File: config.mk
export PLATFORM = sky130hd
export DESIGN_NAME = key_cam_cfg_sched
export DESIGN_NICKNAME = d
export VERILOG_FILES = /design/src/rtl/cam_cfg_pkg.sv /design/src/rtl/key_cam_cfg_sched_rr_arb4.sv /design/src/rtl/key_cam_cfg_sched.sv
export SDC_FILE = /design/constraint.sdc
export NUM_CORES = 1
export LEC_CHECK = 0
export ABC_CLOCK_PERIOD_IN_PS = 3400
export CAP_MARGIN = 20
export CORE_ASPECT_RATIO = 1.75
export CORE_MARGIN = 4
export CORE_UTILIZATION = 35
export CTS_CLUSTER_DIAMETER = 150
export CTS_CLUSTER_SIZE = 12
export DETAILED_ROUTE_END_ITERATION = 6
export GPL_TIMING_DRIVEN = 0
export PLACE_DENSITY = 0.52
export SYNTH_ARGS = -nofsm -noshare
export SYNTH_HDL_FRONTEND = slang
export SYNTH_SLANG_ARGS = --single-unit
export TNS_END_PERCENT = 1
File: constraint.sdc
create_clock -name Clk_50mhz -period 3.4 [get_ports Clk_50mhz]
set_input_delay 0.34 -clock Clk_50mhz [delete_from_list [all_inputs] [get_ports Clk_50mhz]]
set_output_delay 0.34 -clock Clk_50mhz [all_outputs]
set_load 0.03 [all_outputs]
File: src/rtl/cam_cfg_pkg.sv
// Shared types and constants for the camera key-to-SCCB configuration scheduler.
package cam_cfg_pkg;

    typedef enum logic [1:0] {
        ST_IDLE = 2'd0,
        ST_PICK = 2'd1,
        ST_REQ  = 2'd2,
        ST_GAP  = 2'd3
    } state_e;

    localparam int unsigned KEY_N = 4;
    localparam int unsigned LVL_W = 4;

    localparam logic [1:0] KEY_UP    = 2'd0;
    localparam logic [1:0] KEY_DOWN  = 2'd1;
    localparam logic [1:0] KEY_LEFT  = 2'd2;
    localparam logic [1:0] KEY_RIGHT = 2'd3;

    localparam int unsigned LEVEL_MAX_DEF   = 8;
    localparam logic [15:0] BRIGHT_ADDR_DEF = 16'h5587;
    localparam logic [15:0] CONTR_ADDR_DEF  = 16'h5586;

endpackage

File: src/rtl/key_cam_cfg_sched_rr_arb4.sv
// Four-request round-robin arbiter; lowest offset from ptr wins. Purely combinational.
module rr_arb4
    import cam_cfg_pkg::*;
(
    input  logic [3:0] req,
    input  logic [1:0] ptr,
    output logic [1:0] grant_idx,
    output logic       grant_vld
);

    logic [1:0] idx;

    // Scan from farthest to nearest offset so the nearest requester is written last.
    always_comb begin
        grant_idx = 2'd0;
        grant_vld = 1'b0;
        idx       = 2'd0;
        for (int i = 3; i >= 0; i--) begin
            idx = ptr + 2'(i);
            if (req[idx]) begin
                grant_idx = idx;
                grant_vld = 1'b1;
            end
        end
    end

endmodule

File: src/rtl/key_cam_cfg_sched.sv
// Turns key pulses into brightness/contrast level steps and sequences one
// SCCB register write per accepted step, with ack timeout and inter-write gap.
module key_cam_cfg_sched
    import cam_cfg_pkg::*;
#(
    parameter int unsigned LEVEL_MAX   = LEVEL_MAX_DEF,
    parameter int unsigned LEVEL_RST   = 4,
    parameter logic [15:0] BRIGHT_ADDR = BRIGHT_ADDR_DEF,
    parameter logic [15:0] CONTR_ADDR  = CONTR_ADDR_DEF,
    parameter int unsigned TIMEOUT_CYC = 100000,
    parameter int unsigned GAP_CYC     = 5000
) (
    input  logic             Clk_50mhz,
    input  logic             Rst,
    input  logic             Key_up,
    input  logic             Key_down,
    input  logic             Key_left,
    input  logic             Key_right,
    output logic             Wr_req,
    output logic [15:0]      Wr_addr,
    output logic [7:0]       Wr_data,
    input  logic             Wr_ack,
    output logic             Busy,
    output logic             Err,
    output logic [LVL_W-1:0] Bright_lvl,
    output logic [LVL_W-1:0] Contr_lvl
);

    localparam int unsigned CNT_MAX = (TIMEOUT_CYC > GAP_CYC) ? TIMEOUT_CYC : GAP_CYC;
    localparam int unsigned CNT_W   = (CNT_MAX > 1) ? $clog2(CNT_MAX) : 1;

    state_e             state_q, state_d;
    logic [KEY_N-1:0]   pend_q, pend_d;
    logic [1:0]         ptr_q, ptr_d;
    logic [CNT_W-1:0]   cnt_q, cnt_d;
    logic               wr_req_q, wr_req_d;
    logic [15:0]        wr_addr_q, wr_addr_d;
    logic [7:0]         wr_data_q, wr_data_d;
    logic               busy_q, busy_d;
    logic               err_q, err_d;
    logic [LVL_W-1:0]   bright_q, bright_d;
    logic [LVL_W-1:0]   contr_q, contr_d;
    logic [LVL_W-1:0]   tgt_q, tgt_d;
    logic               sel_bright_q, sel_bright_d;

    logic [1:0]         grant_idx;
    logic               grant_vld;
    logic [KEY_N-1:0]   key_set;
    logic [KEY_N-1:0]   key_clr;
    logic               is_bright;
    logic               is_inc;
    logic [LVL_W-1:0]   cur_lvl;
    logic [LVL_W-1:0]   step_tgt;
    logic               step_ok;
    logic               req_last;
    logic               gap_last;

    rr_arb4 u_arb (
        .req       (pend_q),
        .ptr       (ptr_q),
        .grant_idx (grant_idx),
        .grant_vld (grant_vld)
    );

    assign key_set  = {Key_right, Key_left, Key_down, Key_up};
    assign req_last = (cnt_q == CNT_W'(TIMEOUT_CYC - 1));
    assign gap_last = (cnt_q == CNT_W'(GAP_CYC - 1));

    // Step decode for the granted key: target level and whether it stays in range.
    always_comb begin
        is_bright = (grant_idx == KEY_UP) || (grant_idx == KEY_DOWN);
        is_inc    = (grant_idx == KEY_UP) || (grant_idx == KEY_RIGHT);
        cur_lvl   = is_bright ? bright_q : contr_q;
        if (is_inc) begin
            step_ok  = (cur_lvl < LVL_W'(LEVEL_MAX));
            step_tgt = cur_lvl + LVL_W'(1);
        end else begin
            step_ok  = (cur_lvl != '0);
            step_tgt = cur_lvl - LVL_W'(1);
        end
    end

    always_ff @(posedge Clk_50mhz or posedge Rst) begin
        if (Rst) begin
            state_q      <= ST_IDLE;
            pend_q       <= '0;
            ptr_q        <= KEY_UP;
            cnt_q        <= '0;
            wr_req_q     <= 1'b0;
            wr_addr_q    <= '0;
            wr_data_q    <= '0;
            busy_q       <= 1'b0;
            err_q        <= 1'b0;
            bright_q     <= LVL_W'(LEVEL_RST);
            contr_q      <= LVL_W'(LEVEL_RST);
            tgt_q        <= '0;
            sel_bright_q <= 1'b0;
        end else begin
            state_q      <= state_d;
            pend_q       <= pend_d;
            ptr_q        <= ptr_d;
            cnt_q        <= cnt_d;
            wr_req_q     <= wr_req_d;
            wr_addr_q    <= wr_addr_d;
            wr_data_q    <= wr_data_d;
            busy_q       <= busy_d;
            err_q        <= err_d;
            bright_q     <= bright_d;
            contr_q      <= contr_d;
            tgt_q        <= tgt_d;
            sel_bright_q <= sel_bright_d;
        end
    end

    // Next-state logic.
    always_comb begin
        state_d = state_q;
        unique case (state_q)
            ST_IDLE: if (pend_q != '0) state_d = ST_PICK;
            ST_PICK: state_d = (grant_vld && step_ok) ? ST_REQ : ST_IDLE;
            ST_REQ:  if (Wr_ack || req_last) state_d = ST_GAP;
            ST_GAP:  if (gap_last) state_d = ST_IDLE;
            default: state_d = ST_IDLE;
        endcase
    end

    // Datapath and registered outputs; a new key pulse always wins over the PICK clear.
    always_comb begin
        ptr_d        = ptr_q;
        cnt_d        = cnt_q;
        wr_req_d     = wr_req_q;
        wr_addr_d    = wr_addr_q;
        wr_data_d    = wr_data_q;
        err_d        = err_q;
        bright_d     = bright_q;
        contr_d      = contr_q;
        tgt_d        = tgt_q;
        sel_bright_d = sel_bright_q;
        key_clr      = '0;

        unique case (state_q)
            ST_PICK: begin
                if (grant_vld) begin
                    key_clr = KEY_N'(1) << grant_idx;
                    ptr_d   = grant_idx + 2'd1;
                    if (step_ok) begin
                        wr_req_d     = 1'b1;
                        wr_addr_d    = is_bright ? BRIGHT_ADDR : CONTR_ADDR;
                        wr_data_d    = {step_tgt, 4'h0};
                        tgt_d        = step_tgt;
                        sel_bright_d = is_bright;
                        cnt_d        = '0;
                    end
                end
            end
            ST_REQ: begin
                if (Wr_ack) begin
                    wr_req_d = 1'b0;
                    cnt_d    = '0;
                    if (sel_bright_q) bright_d = tgt_q;
                    else              contr_d  = tgt_q;
                end else if (req_last) begin
                    wr_req_d = 1'b0;
                    err_d    = 1'b1;
                    cnt_d    = '0;
                end else begin
                    cnt_d = cnt_q + CNT_W'(1);
                end
            end
            ST_GAP: cnt_d = gap_last ? '0 : cnt_q + CNT_W'(1);
            default: ;
        endcase

        pend_d = (pend_q & ~key_clr) | key_set;
        busy_d = (state_d != ST_IDLE);
    end

    assign Wr_req     = wr_req_q;
    assign Wr_addr    = wr_addr_q;
    assign Wr_data    = wr_data_q;
    assign Busy       = busy_q;
    assign Err        = err_q;
    assign Bright_lvl = bright_q;
    assign Contr_lvl  = contr_q;

endmodule

After elaboration in Yosys (flattened, before gate mapping)
Index checks and enable logic that the tools add are counted.

Register bits: 57. Latch bits: 0. Bits in writable memories: 0. ROM bits: 0. Input port bits: 7. Output and inout port bits: 35. Word-level logic and storage cells: 96. Memories kept: 0.

Add/subtract/negate cells: 7. Multipliers: 0. Div/mod/pow operators: 0. Magnitude comparators: 5. Equality and inequality tests: 10. Shifts and indexed selects: 1. Multiplexer cells: 38. Bitwise gates (word level): 5. Reductions and logical operators: 18.

Operator list (count): $mux W17 (5); $pmux W17 S3 (1); $add A17 B1 Y17 const B (1); $eq A17 B13 Y1 const B (1); $eq A17 B17 Y1 const B (1); $mux W2 (8); $mux W4 (4); $reduce_and A3 Y1 (5); $mux W1 (14); $lt A2 B3 Y1 const B (4); $bmux W1 S2 (4); $pmux W2 S4 (1); $reduce_bool A4 Y1 (2); $eq A2 B2 Y1 const B (3); $add A2 B1 Y2 const B (2); $add A2 B2 Y2 const B (2); $add A4 B1 Y4 const B (1); $and A4 B4 Y4 (1); $eq A2 B1 Y1 const B (2); $logic_not A2 Y1 (2); $lt A4 B4 Y1 const B (1); $ne A2 B2 Y1 const B (2); $not A4 Y4 (1); $or A4 B4 Y4 (1); other kinds (11) (15).

Longest topological paths before layout
Word-level depth: 16. Mapped depth: 12. Mapped depth without buffers: 12.

Hierarchy
Synthesis repeated with hierarchy kept, for this count alone.

Cell total of the unflattened synthesis: 266. Area total of the unflattened synthesis: 2498.6 µm².

Modules (own cells, without submodules): key_cam_cfg_sched (times used 1, cells an instance 253, area each 2421.1 µm², sequential area each 1053.5 µm²); rr_arb4 (times used 1, cells an instance 13, area each 77.6 µm², sequential area each 0.0 µm²).

Least setup slack after synthesis
Ideal clock, no wire load.

Path kind: flip-flop to flip-flop. From: register pend_q[1]. To: register wr_data_q[7] (netlist: Wr_data[7]). Library setup time: 0.125 ns. Data arrival time: 2.808 ns. Required time: 3.275 ns. Slack: 0.467 ns. Stages on the path, launching flop included: 12. Path buffers: 0. Clock period less this slack: 2.933 ns. Cell sequence: dfrtp_1 > a21boi_0 > o21ai_0 > inv_1 > ha_1 > nor2_1 > mux2_2 > ha_1 > a21o_1 > a31oi_1 > xnor2_1 > mux2_4.

Word-level cells in the longest chain between the ends: 12. Elaborated cells between the ends (all ways): 29. Classes of those cells: add/sub (2); order compare (1); eq/ne (2); mux (19); reduce/logical (5).

Ends and longest elaborated chain: start: declaration (line key_cam_cfg_sched.sv:33) `logic [KEY_N-1:0] pend_q, pend_d;`; start signal: assignment (line key_cam_cfg_sched.sv:100) `pend_q <= pend_d;`; $bmux W1 S2 (line key_cam_cfg_sched_rr_arb4.sv:20) `if (req[idx]) begin`; $mux W1 (not written as such) (line key_cam_cfg_sched_rr_arb4.sv:20); $mux W2 (4 in series) (line key_cam_cfg_sched_rr_arb4.sv:20); $eq A2 B1 Y1 / $logic_not A2 Y1 (equally long branches) (line key_cam_cfg_sched.sv:71, key_cam_cfg_sched.sv:72); $logic_or A1 B1 Y1 (line key_cam_cfg_sched.sv:71) `is_bright = (grant_idx == KEY_UP) || (grant_idx == KEY_DOWN);`; $mux W4 (line key_cam_cfg_sched.sv:73) `cur_lvl = is_bright ? bright_q : contr_q;`; $lt A4 B4 Y1 / $reduce_bool A4 Y1 (equally long branches) (line key_cam_cfg_sched.sv:75, key_cam_cfg_sched.sv:78); $mux W1 (line key_cam_cfg_sched.sv:74) `if (is_inc) begin`; $reduce_and A3 Y1 (no line); end signal: assignment (line key_cam_cfg_sched.sv:105) `wr_data_q <= wr_data_d;`; end: declaration (line key_cam_cfg_sched.sv:38) `logic [7:0] wr_data_q, wr_data_d;`.

Several ways; a longest one is shown, not always the timed one. The select of a mux whose other input is x is not followed. A chain may end at the register's enable or synchronous reset.

Worst setup path in the final report
Same ends and word-level chain as after synthesis.

==> metrics.txt <==
# TYPE chip_impl_metric gauge
chip_impl_info{name="post_synth_most_frequent_cells",value="40 x dfrtp_1, 34 x nand2_1, 19 x buf_4"} 1
chip_impl_metric{name="antenna_cells",unit=""} 0
chip_impl_info{name="min_path_type",value="in -> async"} 1
chip_impl_metric{name="routed_wirelength",unit="um"} 5780
chip_impl_metric{name="synth_cell_type_count",unit=""} 57
chip_impl_metric{name="syn_area",unit="sq um"} 2510
chip_impl_metric{name="ctsLongestPathBuffers",unit=""} 2
chip_impl_info{name="ys_dominant_reg_cell",value="dfrtp_1"} 1
chip_impl_metric{name="worstPathArrival",unit="ps"} 3350
chip_impl_metric{name="initial_utilization",unit="%"} 36.3
chip_impl_metric{name="timing.slew.headroom",unit="%"} 44.6
chip_impl_metric{name="synth-async-reset-ratio",unit="%"} 100
chip_impl_metric{name="critical_path.max_fanout",unit=""} 6
chip_impl_metric{name="cts_buffers",unit=""} 5
chip_impl_info{name="setup_repair_after_global_routing_missed_its_margin",value="no"} 1
chip_impl_metric{name="postPlaceCellArea",unit="sq um"} 2960
chip_impl_metric{name="filler_cell_count",unit=""} 692
chip_impl_metric{name="worstPathRequired",unit="ps"} 3570
chip_impl_metric{name="power_frac_comb",unit="%"} 57.6
chip_impl_metric{name="die-height",unit="um"} 120
chip_impl_metric{name="internal_power",unit="W"} 0.00175
chip_impl_metric{name="avgRoutedWirePerCell",unit="um"} 14.7
chip_impl_metric{name="power_frac_seq",unit="%"} 27.2
chip_impl_metric{name="drc",unit=""} 0
chip_impl_metric{name="netlist_instances",unit=""} 260
chip_impl_metric{name="sequential_cell_area_fraction_in_the_yosys_report",unit="%"} 42.0
chip_impl_metric{name="first_pass_grt_wire_length",unit="um"} 9710
chip_impl_info{name="tritoncts",value="yes"} 1
chip_impl_info{name="synth.area.top_cells",value="dfrtp_1 40%, buf_4 5.7%, mux2_2 5.4%"} 1
chip_impl_metric{name="detailroute.via_count",unit=""} 1983
chip_impl_metric{name="clock_insertion_delay_worst_skew",unit="ps"} 280
chip_impl_metric{name="fmax",unit="MHz"} 315
chip_impl_metric{name="power_frac_clock",unit="%"} 15.2
chip_impl_metric{name="synth_top_cell_area_share",unit="%"} 39.9
chip_impl_metric{name="die-width",unit="um"} 72.0
chip_impl_info{name="synthMostInstantiatedCell",value="dfrtp_1"} 1
chip_impl_metric{name="worstMarginPinSlew",unit="ps"} 830
chip_impl_metric{name="power-per-cell-area",unit="nW/um^2"} 974
chip_impl_metric{name="synth_warnings",unit=""} 0
chip_impl_metric{name="finalHoldViolations",unit=""} 0
chip_impl_info{name="outcome",value="finished, final reports clean"} 1
chip_impl_metric{name="number_of_enable_flip_flop_cells_after_synthesis",unit=""} 0
chip_impl_metric{name="setup-violations-final",unit=""} 0
chip_impl_metric{name="power.static_leakage",unit="nW"} 1.36
chip_impl_metric{name="gp_congestion",unit=""} 0.729
chip_impl_info{name="critPathSlowestCell",value="dfrtp_1"} 1
chip_impl_metric{name="timing.final.max_slew_violations",unit=""} 0
chip_impl_info{name="cts-root-buf",value="clkbuf_16"} 1
chip_impl_metric{name="htreeDepth",unit=""} 2
chip_impl_metric{name="row_count",unit=""} 40
chip_impl_metric{name="vdd_drop_max",unit="mV"} 0.326
chip_impl_info{name="cpMostUsedCell",value="ha_1"} 1
chip_impl_info{name="timing.critical_path.to_type",value="flop"} 1
chip_impl_metric{name="post-route-cell-area",unit="sq um"} 3110
chip_impl_metric{name="grt_max_degree",unit=""} 33
chip_impl_metric{name="antenna_left",unit=""} 0
chip_impl_metric{name="p_sw",unit="W"} 0.00127
chip_impl_info{name="crit_path_start_kind",value="flop"} 1
chip_impl_metric{name="mapped_avg_cell_area",unit="sq um"} 9.64
chip_impl_metric{name="fin_nets",unit=""} 323
chip_impl_metric{name="drt_iter0_drc",unit=""} 83
chip_impl_metric{name="final_critical_path_required_period",unit="ps"} 3180
chip_impl_metric{name="finalHoldWorstSlack",unit="ps"} 313
chip_impl_metric{name="worst_setup_hold_path_clk_slew",unit="ps"} 60
chip_impl_metric{name="cap_violations",unit=""} 0
chip_impl_metric{name="fp.coreArea",unit="sq um"} 6910
chip_impl_metric{name="port_buffers",unit=""} 29
chip_impl_metric{name="per_cell_via_count_in_the_routed_design",unit=""} 5.05
chip_impl_metric{name="fp.dieArea",unit="sq um"} 8640
chip_impl_info{name="timing.setup.critical_path_class",value="reg -> reg"} 1
chip_impl_metric{name="num_io_pins",unit=""} 42
chip_impl_metric{name="crit_path_max_incr_delay",unit="ps"} 430
chip_impl_metric{name="post_cts.repair.setup_buffers",unit=""} 0
chip_impl_info{name="post_synthesis_cell_type_with_the_largest_combined_area",value="dfrtp_1"} 1
chip_impl_metric{name="min_period_over_period",unit="%"} 93.4
chip_impl_metric{name="antenna_found_initial",unit=""} 0
chip_impl_metric{name="setup_tns",unit="ps"} 0
chip_impl_metric{name="dr.pass1.iters",unit=""} 4
chip_impl_metric{name="synth_seq_cells",unit=""} 42
chip_impl_metric{name="power_switching_share",unit="%"} 42.1
chip_impl_metric{name="area_delta_synth_final",unit="%"} 23.9
chip_impl_metric{name="grt.total_usage",unit="%"} 14.4
chip_impl_metric{name="grt.overflow.total",unit=""} 0
chip_impl_metric{name="hpwl",unit="um"} 4440
chip_impl_metric{name="first_global_vias",unit=""} 1972
chip_impl_info{name="worstPathCellList",value="a21boi_0 > o21ai_0 > inv_1 > ha_1 > nor2_2 > mux2_2 > ha_1 > a21o_1 > a31oi_1 > xnor2_1 > mux2_4"} 1
chip_impl_metric{name="number_of_sinks_handled_by_clock_tree_synthesis",unit=""} 42
chip_impl_metric{name="drive_above_1_share",unit="%"} 18.4
chip_impl_metric{name="finalClockSkew",unit="ps"} 5.06
## cell families (layout without fill, tap and decap cells)
family                     count (synthesis)  after routing  share of synthesized area [%]
adders and majority gates                  8              8                           4.29
buffers and inverters                     38             76                           9.23
DFF                                       42             42                           42.0
muxes                                     18             18                           8.68
and+or+nand+nor                           94             94                           19.6
AOI/OAI and AO/OA                         55             55                           14.7
other                                      1             12                          0.150
xor gates and xnor gates                   4              4                           1.40
## through the flow
stage               util (%)  cells  total power [W]  worst slack [ps]
global route            45.0    393          0.00327              44.7
floorplan                  -    271          0.00210               467
global placement        42.6    384          0.00258              93.4
detailed placement      42.9    385          0.00260              73.3
CTS                     44.9    393          0.00308              50.8
finish                  45.0    393          0.00302               224
## sequential cells by signal, summed over array words and instances (netlist names)
register and flops:
pend_q 4, Err 1, state_q 2, Wr_data 4, cnt_q 17, Contr_lvl 4, Busy 1, Wr_addr 2
Wr_req 1, Bright_lvl 4, ptr_q 2
## repair_timing
action	4_1_cts	5_1_grt
hold buffers	0	0
hold endpoints to repair	0	0
resized for setup	0	1
endpoints found under the setup margin	0	1
## routing by layer
layer  routed length [um]  vias up  GRT usage, %
li1                     -      985             -
met4                  111        0          5.65
met5                    0        -             0
met2                 3220       38          26.8
met3                  208        8          3.02
met1                 2240      952          15.3
## path summary, 6_finish.rpt
path / end / slack, ps / start / cells after the start
max in group asynchronous: Bright_lvl[2] / 2570 / Rst / 3
min in group Clk_50mhz: Err / 470 / Err / 1
worst min-delay path: cnt_q[3] / 310 / Rst / 2
worst max register to register: Wr_data[7] / 220 / pend_q[1] / 11
worst min register to register: Err / 470 / Err / 1
worst max-delay path: Wr_data[7] / 220 / pend_q[1] / 11
## cell usage in the layout (no fill, tap or decap), drive strengths merged, types with 3 or more instances in the layout
cell | synthesis | final
or2 | 3 | 3
mux2 | 14 | 14
nand3 | 6 | 6
mux2i | 3 | 3
nor3 | 4 | 4
o21ai | 11 | 11
nor2b | 4 | 4
nand2 | 35 | 35
a21o | 5 | 5
nor4 | 3 | 3
xnor2 | 3 | 3
o22ai | 7 | 7
conb | 1 | 12
a21oi | 9 | 9
buf | 23 | 24
nor3b | 4 | 4
and2 | 4 | 4
clkdlybuf4s50 | 0 | 29
o211ai | 3 | 3
inv | 12 | 12
dfrtp | 40 | 40
o21bai | 3 | 3
ha | 7 | 7
nor2 | 15 | 15
or4 | 4 | 4
clkbuf | 3 | 9
## cell type report
cell class	count	area, sq um	share of cell area [%]
Tap cell	84	105	3.38
Sequential cell	42	1050	33.9
Inverter	12	45.0	1.45
Timing Repair Buffer	30	310	9.99
Clock buffer	6	129	4.15
Buffer	26	186	6.00
Multi-Input combinational cell	191	1270	40.8
Clock inverter	2	10.0	0.322
## power by group through the flow
| stage | registers [W] | clock network, W | logic [W] |
|---|---|---|---|
| 3_5_place_dp | 0.000834 | 0 | 0.00176 |
| 3_3_place_gp | 0.000830 | 0 | 0.00175 |
| 4_1_cts | 0.000826 | 0.000483 | 0.00177 |
| 5_1_grt | 0.000853 | 0.000499 | 0.00191 |
| 6_report | 0.000823 | 0.000460 | 0.00174 |
| 2_1_floorplan | 0.000957 | 0 | 0.00114 |
## critical path, delay by kind of cell (launching register included)
family / cells / cell delay [ps]
flip-flops: 1 / 430
AND/OR/NAND/NOR: 1 / 310
multiplexers: 2 / 630
AO/OA/AOI/OAI: 4 / 890
XOR/XNOR: 1 / 100
buffers and inverters: 1 / 120
adder cells (fa/ha/maj): 2 / 570
Power figures use the tool's default switching activity.
